**src/rtl/regfile_wb_arbiter.sv**
```systemverilog
// regfile_wb_arbiter
//   Arbitrates the single register-file write port between the main
//   pipeline writeback (requester 0) and the long-latency unit writeback
//   (requester 1). Requester 0 has fixed priority. A wait counter forces a
//   grant to requester 1 once it has been stalled MAX_WAIT cycles.
//
// Handshake: a transfer happens in a cycle where valid && ready are both
//   high. A requester that raises valid holds valid/addr/data stable until
//   it sees ready. Ready is combinational from the valids and wait_cnt, and
//   both readies are held low while rst is high.
//
// Ports:
//   clk, rst                 clock, synchronous active-high reset
//   r0_valid/addr/data/ready requester 0 (main pipeline writeback)
//   r1_valid/addr/data/ready requester 1 (load / mul-div writeback)
//   rf_we/rf_wa/rf_wd        registered register-file write pins
//   conflict_cnt             cycles with both requesters valid
//   dbg_state                current arbiter state (IDLE/GRANT0/GRANT1/FORCE1)
//
// Optional build macro: WB_ARB_STATS_EN enables the conflict counter;
//   without it conflict_cnt is tied to 0.
module regfile_wb_arbiter #(
  parameter int XLEN     = 32,
  parameter int MAX_WAIT = 4
) (
  input  logic            clk,
  input  logic            rst,
  input  logic            r0_valid,
  input  logic [4:0]      r0_addr,
  input  logic [XLEN-1:0] r0_data,
  output logic            r0_ready,
  input  logic            r1_valid,
  input  logic [4:0]      r1_addr,
  input  logic [XLEN-1:0] r1_data,
  output logic            r1_ready,
  output logic            rf_we,
  output logic [4:0]      rf_wa,
  output logic [XLEN-1:0] rf_wd,
  output logic [31:0]     conflict_cnt,
  output logic [1:0]      dbg_state
);

  localparam int WW = $clog2(MAX_WAIT + 1);
  localparam logic [WW-1:0] MAX_W = WW'(MAX_WAIT);

  typedef enum logic [1:0] {
    IDLE   = 2'd0,
    GRANT0 = 2'd1,
    GRANT1 = 2'd2,
    FORCE1 = 2'd3
  } arb_state_t;

  arb_state_t      state;
  logic [WW-1:0]   wait_cnt;
  logic            tx0;
  logic            tx1;
  logic            tx;
  logic [4:0]      win_addr;
  logic [XLEN-1:0] win_data;

  // The state is a pure function of the valids and wait_cnt; wait_cnt is
  // the only sequencing register behind it.
  always_comb begin
    state = IDLE;
    if (r1_valid && (wait_cnt == MAX_W)) state = FORCE1;
    else if (r0_valid)                   state = GRANT0;
    else if (r1_valid)                   state = GRANT1;
  end

  always_comb begin
    r0_ready = 1'b0;
    r1_ready = 1'b0;
    if (!rst) begin
      r0_ready = (state != FORCE1);
      r1_ready = (state == FORCE1) || !r0_valid;
    end
  end

  assign tx0      = r0_valid && r0_ready;
  assign tx1      = r1_valid && r1_ready;
  assign tx       = tx0 || tx1;
  // tx0 and tx1 are mutually exclusive, so selecting on tx1 is enough.
  assign win_addr = tx1 ? r1_addr : r0_addr;
  assign win_data = tx1 ? r1_data : r0_data;
  assign dbg_state = state;

  always_ff @(posedge clk) begin
    if (rst) begin
      rf_we    <= 1'b0;
      rf_wa    <= 5'd0;
      rf_wd    <= '0;
      wait_cnt <= '0;
    end else begin
      // Writes to x0 are accepted and update wa/wd but never assert we.
      rf_we <= tx && (win_addr != 5'd0);
      if (tx) begin
        rf_wa <= win_addr;
        rf_wd <= win_data;
      end
      if (!r1_valid || tx1)      wait_cnt <= '0;
      else if (wait_cnt != MAX_W) wait_cnt <= wait_cnt + WW'(1);
    end
  end

`ifdef WB_ARB_STATS_EN
  logic [31:0] conflict_q;
  always_ff @(posedge clk) begin
    if (rst)                        conflict_q <= 32'd0;
    else if (r0_valid && r1_valid) conflict_q <= conflict_q + 32'd1;
  end
  assign conflict_cnt = conflict_q;
`else
  assign conflict_cnt = 32'd0;
`endif

endmodule
```
**config.mk**
```make
export PLATFORM = sky130hd
export DESIGN_NAME = regfile_wb_arbiter
export DESIGN_NICKNAME = d
export VERILOG_FILES = /design/src/rtl/regfile_wb_arbiter.sv
export SDC_FILE = /design/constraint.sdc
export NUM_CORES = 1
export LEC_CHECK = 0
export ABC_AREA = 1
export BUFFER_PORTS_ARGS = -buffer_cell sky130_fd_sc_hd__buf_2
export CORE_MARGIN = 2
export CORE_UTILIZATION = 45
export DETAILED_ROUTE_END_ITERATION = 7
export PLACE_DENSITY = 0.87
export RECOVER_POWER = 100
export SYNTH_ARGS = -nofsm -noshare
export SYNTH_HDL_FRONTEND = slang
export SYNTH_SLANG_ARGS = --single-unit
```
**constraint.sdc**
```tcl
create_clock -name clk -period 3.3 [get_ports clk]
set_input_delay 0.165 -clock clk [delete_from_list [all_inputs] [get_ports clk]]
set_output_delay 0.165 -clock clk [all_outputs]
set_load 0.03 [all_outputs]
```
# Word level (Yosys, flattened, before mapping)
# Cells that the tools add are included.
# W data, S select, Z words.
# totals
mem_count	0
input_bits	78
mem_bits_rw	0
regBits	41
romBits	0
latch_bits	0
elab_cells	27
# classes
n_reduce_logical	11
shifts	0
n_addsub	1
bitwise_logic	0
mux	7
mul	0
order_cmp	0
n_div	0
n_eq_ne	4
# ops
cell	n
$mux W32	1
$mux W2	3
$mux W5	1
$reduce_bool A5 Y1	1
$logic_and A1 B1 Y1	4
$add A3 B1 Y3 const B	1
$eq A3 B3 Y1 const B	1
$logic_or A1 B1 Y1	3
$ne A3 B3 Y1 const B	1
$eq A2 B2 Y1 const B	1
$logic_not A1 Y1	2
$mux W1	2
$ne A2 B2 Y1 const B	1
$reduce_or A2 Y1	1

# Logic depth before layout (Yosys ltp)
# depth
ltp_word	10
depth_mapped	11
ltp_nobuf	11

# Worst setup path before layout
# No wires, ideal clock.
# synth_path
path_type	register to register
start	reg wait_cnt[0]
end	reg rf_we
required_ns	3.183
stages_incl_launch_ff	12
setup_ns	0.117
slack_ns	1.868
arrival_ns	1.315
path_cell_list	dfxtp_1 > inv_1 > ha_1 > nand2_2 > nand2_4 > nand3_4 > buf_6 > nand2_1 > o21ai_2 > nand2_1 > nor2_1 > nor2_1
# synth_via
elab_chain_len	10
# synth_lines
element	line	text
start: declaration	54	logic [WW-1:0] wait_cnt;
start signal: assignment	101	else if (wait_cnt != MAX_W) wait_cnt <= wait_cnt + WW'(1);
$eq A3 B3 Y1 *	65	if (r1_valid && (wait_cnt == MAX_W)) state = FORCE1;
$logic_and A1 B1 Y1 *	65	
$mux W2 *	65	
$eq A2 B2 Y1	75	r1_ready = (state == FORCE1) || !r0_valid;
$logic_or A1 B1 Y1	75	
$mux W1	73	if (!rst) begin
$logic_and A1 B1 Y1	80	assign tx1 = r1_valid && r1_ready;
$mux W5	83	assign win_addr = tx1 ? r1_addr : r0_addr;
$reduce_bool A5 Y1	95	rf_we <= tx && (win_addr != 5'd0);
$logic_and A1 B1 Y1 *	95	
end signal: assignment	95	
end: declaration	36	output logic rf_we,
# Mark *: on every way between the ends. The rest lies on a longest branch, timed or not.
# A chain may end at the register's enable or synchronous reset.

# Worst setup path in the final report
# Ends and elaborated chain as after synthesis.

==> results.cfg <==
[timing]
tightestPinTransition_ps = 790
hold_viol_final = 0
fmax_mhz = 463
fin_skew_ps = 6.13
hold-worst-slack_ps = 157
setup_viol = 0
final.min_clock_period_ps = 2160
period_share = 0.655
finalSetupTns_ps = 0
rsz0062_at_grt = no
maxSlewViolCount = 0
relSlewSlack = 0.471

[synth]
avgSynthCellArea_sq_um = 7.02
post-synth-top-count-cell = nand2_1
netlist_top_cells_count = 63 x nand2_1, 53 x a21oi_1, 50 x inv_1
synth_edf_count = 0
yosys_warnings = 0
synthCells = 326
ys_seq_area_frac = 0.358
syn_area_sq_um = 2290
synthDistinctLibCells = 26
synth_top_area_frac = 0.358
synth_area_leaders = dfxtp_1 36%, a21oi_1 12%, buf_4 11%
synth_top_cell_by_area = dfxtp_1
ys.flop_type = dfxtp_1
ys_seq_elements = 41
async_reset_ff_frac = 0

[die]
coreArea_sq_um = 4820
fp.dieH_microns = 75.3
initial_core_util = 0.475
rows = 25
die_w_microns = 75.3
io_pins = 152
die_area_sq_um = 5670

[clocking]
clock_latency_ps = 280
hold_buffers = 0
post_cts_buffers = 0
clkSlewWorstSetupHoldPaths_ps = 80
cts_buffers = 5
cts.sinks = 41
cts-resized-gates = 0
htreeDepth = 2
cts_tree = done
cts_root_buf = clkbuf_8
cts_buffer_depth = 2

[layout]
fillers = 496
instances_no_fill = 503
drive_gt1_frac = 0.206
antennaDiodeCount = 0
multi_input_area_sq_um = 1000
regArea_sq_um = 821
fin_nets = 515
syn2layout_area_growth_pct = 19.8

[global_routing]
grt-busiest-layer = met2
grtUsageMet1 = 0.189
antenna_found_initial = 0
grt-ovfl-total = 0
use_met3 = 0.0701
track_usage = 0.178
met2_usage = 0.327
grt_max_degree = 63
grt_pass1_wl_microns = 7840
first_global_vias = 1940

[setup_path]
worstPathRequired_ps = 3450
endpoint_kind = flop
cp.arrival_ps = 2310
cp-start-kind = flop
cp_max_fo = 62
path_class = flop to flop

[placement]
place.gp.congestion = 0.768
numPortBuffers = 119
place_inst = 495
hpwl_microns = 4030

[power_and_ir_drop]
ir_drop_mv = 0.273
power_density_nw_per_um2 = 417
p_total_w = 0.00114
leakagePower_nw = 1.45

[detailed_routing]
antenna_left = 0
vias = 2263
routed_wl_microns = 5280
post-route-drc-count = 0
via_per_inst = 4.50
dr.pass1.iters = 4
wl_per_cell_microns = 10.5
drt-initial-drc-count = 81

[run_status]
outcome = finished clean

[job]
drv_cap = 0

[hold_path]
min_path_type = primary input to flop
==> through the flow <==
stage,instance area (sq um),worst slack [ps],utilization
3_3_place_gp,2750,1200,0.570
5_1_grt,2740,899,0.570
2_1_floorplan,2410,1870,-
4_1_cts,2830,1180,0.586
3_5_place_dp,2750,1150,0.570
6_report,2740,1140,0.570
==> cell families (layout without fill, tap and decap cells) <==
logic type / Yosys count / in the layout / synth area share
xor gates and xnor gates: 1 / 1 / 0.00383
buffers and inverters: 103 / 182 / 0.240
adders and majority gates: 2 / 2 / 0.0109
other: 1 / 32 / 0.00164
AOI/OAI and AO/OA: 95 / 95 / 0.228
DFF: 41 / 41 / 0.358
and+or+nand+nor: 83 / 83 / 0.157
==> registers in the layout, indices dropped and copies added (netlist names) <==
register	cells
wait_cnt	3
rf_we	1
rf_wa	5
rf_wd	32
==> path summary, 6_finish.rpt <==
path                                               start                     end  slack (ps)  cells after the start
worst min-delay path                         r1_data[19]  rf_wd[19]$_SDFFE_PP0P_         160                      3
worst min register to register    rf_wd[31]$_SDFFE_PP0P_  rf_wd[31]$_SDFFE_PP0P_         460                      2
worst max register to register  wait_cnt[0]$_SDFFE_PP0P_        rf_we$_SDFF_PP0_        1140                      9
worst max-delay path            wait_cnt[0]$_SDFFE_PP0P_        rf_we$_SDFF_PP0_        1140                      9
==> routing by layer <==
layer,part of all wire,up-vias
met5,0,-
li1,-,1183
met3,0.084,2
met2,0.49,91
met4,0.0036,0
met1,0.42,987
==> critical path: stages (launching register included) <==
cell	delay [ps]
dfxtp_1	330
inv_1	80
ha_1	150
nand2_1	110
nand2_1	210
nand3_4	480
o21ai_0	420
nand2_1	80
nor2_1	110
nor2_1	40
==> power breakdown <==
part | switching, W | internal, W
Combinational | 0.000211 | 0.0000818
Clock | 0.000159 | 0.000150
Sequential | 0.0000158 | 0.000525
Total | 0.000386 | 0.000758
==> cells in the final DEF, fill, tap and decap left out, drive strengths merged <==
master / instances
clkbuf: 48
nand2: 65
a21oi: 58
o21ai: 32
dfxtp: 41
conb: 32
xnor2: 1
o211ai: 3
nor2: 3
ha: 2
a21o: 2
nand3: 12
buf: 80
nand4: 3
inv: 54
==> area by class of cell <==
type                    instances  area share
clock buffers                   8      0.0292
inverters                      54      0.0739
multi-input cells             213       0.366
flip-flops and latches         41       0.299
well taps                      67      0.0306
repair buffers                120       0.202
No activity file was read; power rests on OpenSTA's default activity.
